### src/rtl/camera_pixel_packer.sv
// Purpose : packs camera pixels into 32-bit words, stages each word and buffers it in a FWFT FIFO.
// Latency : a word is written to the FIFO one edge after its completing pixel/eof is sampled.
// Backpr. : out_valid/out_ready stream; a word arriving at a full FIFO is dropped and sets sticky overflow.
//
// Ports:
//   clk, rst_n           : clock and asynchronous active-low reset
//   in_valid/in_data     : one 10-bit pixel per strobe
//   in_eof               : end-of-frame strobe, flushes a partially filled word with last=1
//   clr_overflow         : clears the sticky overflow flag (a same-cycle drop wins)
//   out_valid/out_ready  : output handshake; out_data/out_last come from the FIFO head
//   overflow, level      : sticky drop flag and FIFO occupancy (0..FIFO_DEPTH)
//
// Build option: define PACKER_RAW10_EN for three full 10-bit lanes per word instead of
// four 8-bit lanes holding in_data[9:2].

module camera_pixel_packer #(
    parameter int FIFO_DEPTH = 16,
    parameter int FIFO_AW    = 4
) (
    input  logic               clk,
    input  logic               rst_n,
    input  logic               in_valid,
    input  logic [9:0]         in_data,
    input  logic               in_eof,
    input  logic               clr_overflow,
    output logic               out_valid,
    input  logic               out_ready,
    output logic [31:0]        out_data,
    output logic               out_last,
    output logic               overflow,
    output logic [FIFO_AW:0]   level
);

`ifdef PACKER_RAW10_EN
    localparam int N      = 3;
    localparam int LANE_W = 10;
`else
    localparam int N      = 4;
    localparam int LANE_W = 8;
`endif
    localparam int               CNT_W      = 2;
    localparam logic [CNT_W-1:0] CNT_MAX    = CNT_W'(N - 1);
    localparam logic [FIFO_AW:0] LEVEL_FULL = (FIFO_AW + 1)'(FIFO_DEPTH);

    // Pack state
    logic [31:0]        r_pk;
    logic [CNT_W-1:0]   r_cnt;

    // One-entry staging register {last, word}
    logic               r_stg_vld;
    logic [32:0]        r_stg_dat;

    // FIFO storage and status
    logic [32:0]        r_mem [FIFO_DEPTH];
    logic [FIFO_AW-1:0] r_wptr;
    logic [FIFO_AW-1:0] r_rptr;
    logic [FIFO_AW:0]   r_level;
    logic               r_overflow;

    logic [LANE_W-1:0]  w_lane;
    logic [31:0]        w_pk_fill;
    logic               w_any_filled;
    logic               w_complete;
    logic               w_pop;
    logic               w_full;
    logic               w_push;
    logic               w_drop;

`ifdef PACKER_RAW10_EN
    assign w_lane = in_data;
`else
    // The two pixel LSBs are truncated away in the 8-bit lane format.
    logic w_unused_lsb;
    assign w_unused_lsb = ^in_data[1:0];
    assign w_lane       = in_data[9:2];
`endif

    // Pack register with the incoming pixel merged into lane r_cnt.
    always_comb begin
        w_pk_fill = r_pk;
        if (in_valid) begin
            for (int i = 0; i < N; i++) begin
                if (r_cnt == CNT_W'(i)) begin
                    w_pk_fill[i*LANE_W +: LANE_W] = w_lane;
                end
            end
        end
    end

    // r_pk is cleared on every completion, so r_cnt == 0 means nothing is pending
    // and a lone eof has nothing to flush.
    assign w_any_filled = in_valid || (r_cnt != '0);
    assign w_complete   = (in_valid && (r_cnt == CNT_MAX)) || (in_eof && w_any_filled);

    always_ff @(posedge clk or negedge rst_n) begin
        if (!rst_n) begin
            r_pk      <= '0;
            r_cnt     <= '0;
            r_stg_vld <= 1'b0;
            r_stg_dat <= '0;
        end else begin
            r_stg_vld <= w_complete;
            if (w_complete) begin
                // last is set only when eof caused (or accompanied) the completion.
                r_stg_dat <= {in_eof, w_pk_fill};
                r_pk      <= '0;
                r_cnt     <= '0;
            end else if (in_valid) begin
                r_pk  <= w_pk_fill;
                r_cnt <= r_cnt + 1'b1;
            end
        end
    end

    // A pop in the same cycle frees the slot, so a full FIFO still accepts the push.
    assign w_pop  = (r_level != '0) && out_ready;
    assign w_full = (r_level == LEVEL_FULL);
    assign w_push = r_stg_vld && (!w_full || w_pop);
    assign w_drop = r_stg_vld && w_full && !w_pop;

    always_ff @(posedge clk) begin
        if (w_push) begin
            r_mem[r_wptr] <= r_stg_dat;
        end
    end

    always_ff @(posedge clk or negedge rst_n) begin
        if (!rst_n) begin
            r_wptr     <= '0;
            r_rptr     <= '0;
            r_level    <= '0;
            r_overflow <= 1'b0;
        end else begin
            if (w_push) begin
                r_wptr <= r_wptr + 1'b1;
            end
            if (w_pop) begin
                r_rptr <= r_rptr + 1'b1;
            end
            case ({w_push, w_pop})
                2'b10:   r_level <= r_level + 1'b1;
                2'b01:   r_level <= r_level - 1'b1;
                default: r_level <= r_level;
            endcase
            if (w_drop) begin
                r_overflow <= 1'b1;
            end else if (clr_overflow) begin
                r_overflow <= 1'b0;
            end
        end
    end

    // Head is gated by occupancy so the outputs read zero in reset and when empty.
    // The head entry only changes on a pop, which keeps it stable until accepted.
    assign out_valid = (r_level != '0);
    assign out_data  = out_valid ? r_mem[r_rptr][31:0] : 32'd0;
    assign out_last  = out_valid ? r_mem[r_rptr][32]   : 1'b0;
    assign overflow  = r_overflow;
    assign level     = r_level;

endmodule

### config.mk
export PLATFORM = sky130hd
export DESIGN_NAME = camera_pixel_packer
export DESIGN_NICKNAME = d
export VERILOG_FILES = /design/src/rtl/camera_pixel_packer.sv
export SDC_FILE = /design/constraint.sdc
export NUM_CORES = 1
export LEC_CHECK = 0
export BUFFER_PORTS_ARGS = -buffer_cell sky130_fd_sc_hd__buf_2
export CAP_MARGIN = 25
export CORE_MARGIN = 2
export CORE_UTILIZATION = 53
export CTS_CLUSTER_SIZE = 14
export DETAILED_ROUTE_END_ITERATION = 8
export PLACE_DENSITY = 0.76
export SLEW_MARGIN = 5
export SYNTH_ARGS = -nofsm -noshare
export SYNTH_HDL_FRONTEND = slang
export SYNTH_SLANG_ARGS = --single-unit
### constraint.sdc
create_clock -name clk -period 6.8 [get_ports clk]
set_input_delay 0 -clock clk [delete_from_list [all_inputs] [get_ports clk]]
set_output_delay 0 -clock clk [all_outputs]
set_load 0.1 [all_outputs]
==> qor.csv <==
stage,metric,value,unit
sta,final period utilization,0.562,
setup_path,WS Path Type,flop to output pin,
grt,first-pass GRT wire length,79400,um
layout,multi-input combinational cell area,5780,sq um
clocking,Clock transition at path regs,0.06,ns
clocking,Worst-Skew Late Latency,0.62,ns
floorplanning,Core Box Area,44500,sq um
layout,NumNets Final,1353,
logic_synthesis,post-synthesis sequential area ratio,0.746,
floorplanning,# IOs,56,
sta,skew final,0.0163,ns
floorplanning,Initial Utilization,0.539,
sta,RSZ-0062 raised after global routing,no,
grt,vias in the first global route,12900,
logic_synthesis,number of synthesized flops with an enable pin,528,
route,Vias,12400,
route,vias per cell,6.31,
sta,fmax,0.262,GHz
route,final WL,52600,um
route,DRT iter0 DRCs,1367,
clocking,Post-CTS Resized,0,
logic_synthesis,Yosys top cell by area,edfxtp_1,
placed_design,RD Place Congestion,0.803,
route,drt first pass iters,5,
logic_synthesis,Gate Count Post-Synth,1229,
logic_synthesis,Yosys reg bits,610,
sta,actual slew at the worst max-slew pin,0.943,ns
logic_synthesis,"Avg Cell Area, Syn",19.5,sq um
logic_synthesis,Main synth FF type,edfxtp_1,
sta,Final Max Tran Viols,0,
route,drc violations,0,
layout,Fillers,3109,
grt,remaining global-route overflow,0,
clocking,H-tree level count,2,
placed_design,dpl hpwl,28400,um
setup_path,worst endpoint data arrival time,3.82,ns
floorplanning,die height,217,um
layout,Non-Filler Instances,1967,
placed_design,pre-CTS setup slack,3.19,ns
placed_design,placed cells,1834,
sta,worst hold slack,0.168,ns
floorplanning,FP Rows,77,
setup_path,Worst setup EP type,output pin,
min_path,Hold Path Class,input pin to asynchronous set/reset pin,
clocking,Num CTS Buffers,58,
grt,Overall Global Routing Usage,0.231,
logic_synthesis,largest cells by area after synthesis,"edfxtp_1 (66%), mux4_2 (12%), dfrtp_1 (8.5%)",
logic_synthesis,most frequent cells after synthesis,"edfxtp_1 (528), mux4_2 (132), dfrtp_1 (82), nand3_1 (67), mux2i_1 (58)",
setup_path,CP startpoint kind,flop,
power_and_ir_drop,pwr/cell area,496,nW/um^2
floorplanning,full die area,47000,sq um
sta,slew margin rel.,0.371,
power_and_ir_drop,Pleak,9.37,nW
power_and_ir_drop,total power,13.5,mW
route,antenna-violating nets left,0,
clocking,clock tree buffer depth,3,
clocking,root buffer cell,clkbuf_16,
layout,Area Growth Syn to Fin,13.2,%
status,outcome,"complete, no violations",
route,drt wl/cell,26.8,um
flow_run,max_cap viols,0,
grt,largest net degree at the start of global routing,81,
logic_synthesis,Synth warnings,0,
layout,share of layout cells above drive strength 1,0.251,
logic_synthesis,syn_nets,1256,
logic_synthesis,fraction of registers with async set or reset after synthesis,0.134,
setup_path,worst-path maximum fanout,20,
sta,final worst slack,2.98,ns
logic_synthesis,Post-Synthesis Cell Area,24000,sq um
clocking,Clock Sink Count,610,
sta,Setup Viol. Count Final,0,
layout,sequential cell area,17900,sq um
clocking,CTS tree,yes,
placed_design,Buffers on Ports,53,
setup_path,"Req. time, crit path",6.80,ns
logic_synthesis,Yosys top cell area share,0.660,
floorplanning,Die Span X,217,um
sta,Final Hold Fails,0,
power_and_ir_drop,worst IR drop on VDD,0.384,mV
logic_synthesis,synth unique cells,50,
grt,initial antenna violation count,0,
sta,"Min Clock Period, post-route",3.82,ns
logic_synthesis,most common cell in the netlist,edfxtp_1,
layout,diode count,0,
sta,Setup Total Neg Slack,0,ns
-- cell type report --
class | count | share of cell area
Sequential cell | 610 | 0.659
Tap cell | 592 | 0.0272
Clock inverter | 29 | 0.0116
Clock buffer | 80 | 0.0587
Multi-Input combinational cell | 532 | 0.213
Timing Repair Buffer | 109 | 0.0286
Inverter | 15 | 0.00207
-- cells in the final DEF (no fill, tap or decap), types with 5 or more instances in the layout --
cell type      synthesis  routed
edfxtp_1             528     528
mux4_2               132     132
dfrtp_1               82      78
nand3_1               67      67
clkbuf_16              0      59
mux2i_1               58      58
buf_2                 34      52
nand2_1               49      49
o21ai_0               35      35
buf_4                  6      32
dlygate4sd3_1          0      23
o311ai_1              20      20
a21oi_1               21      20
clkbuf_1              24      17
a22o_1                16      16
inv_1                 14      14
o311ai_0              14      14
nand2b_1              12      12
nor2_1                15      11
ha_1                  11      11
clkinv_2               0      11
nand3_2               10      10
a31oi_1               10      10
and2_2                 0       9
and3_1                 9       9
xnor2_1                8       8
clkinv_1               0       8
bufinv_16              0       6
nor4_2                 1       5
-- where the power goes --
part           switching, mW  internal, mW  leakage [nW]
registers              0.685          4.88          5.96
logic                   3.27          1.43          2.48
clock network           1.35          1.87         0.934
total                   5.31          8.18          9.37
-- final timing paths --
kind,start,to,slack [ns],cells after the start
max in group asynchronous,rst_n,r_rptr[3]$_DFFE_PN0N_,5.97,3
worst min-delay path,rst_n,r_wptr[1]$_DFFE_PN0P_,0.17,3
worst min register to register,r_pk[13]$_DFFE_PN0P_,r_pk[13]$_DFFE_PN0P_,0.50,1
min in group clk,out_ready,r_rptr[3]$_DFFE_PN0N_,0.27,4
worst max register to register,r_cnt[0]$_DFFE_PN0P_,r_pk[9]$_DFFE_PN0P_,3.60,7
worst max-delay path,r_rptr[2]$_DFFE_PN0N_,out_data[3],2.98,6
-- worst max-delay path: stages, from the launching register on --
cell	delay [ns]
dfrtp_2	0.73
buf_4	0.45
nor2b_4	0.63
buf_4	0.43
nand3_1	0.11
o311ai_0	0.25
buf_2	0.55
-- metal layers --
metal / GRT usage / routed length (um)
met5: 0 / 0
met4: 0.0813 / 1740
met3: 0.0492 / 4140
met2: 0.371 / 25700
met1: 0.317 / 21100
-- kinds of logic (layout without fill, tap and decap cells) --
kind of cell	count (synthesis)	after routing	share of synthesized area
AO/OA/AOI/OAI	127	127	0.0362
AND/OR/NAND/NOR	192	192	0.0426
multiplexers	192	192	0.149
flip-flops	610	610	0.746
adder cells (fa/ha/maj)	11	11	0.00573
buffers and inverters	87	233	0.0169
XOR/XNOR	10	10	0.00365
-- stage by stage --
step	area, sq um	utilization
detailed placement	25000	0.562
finish	27200	0.611
global placement	25000	0.562
CTS	27200	0.610
floorplan	24000	-
global route	27200	0.611
-- state kept, by name (all words and copies together) (netlist names) --
name / cells
level: 5
overflow: 1
r_cnt: 2
r_mem: 528
r_pk: 32
r_rptr: 4
r_stg_dat: 33
r_stg_vld: 1
r_wptr: 4
-- what timing repair did --
item,4_1_cts,5_1_grt
hold buffers,23,0
hold endpoints to repair,155,0
buffers inserted,0,0
No activity file was read; power rests on OpenSTA's default activity.
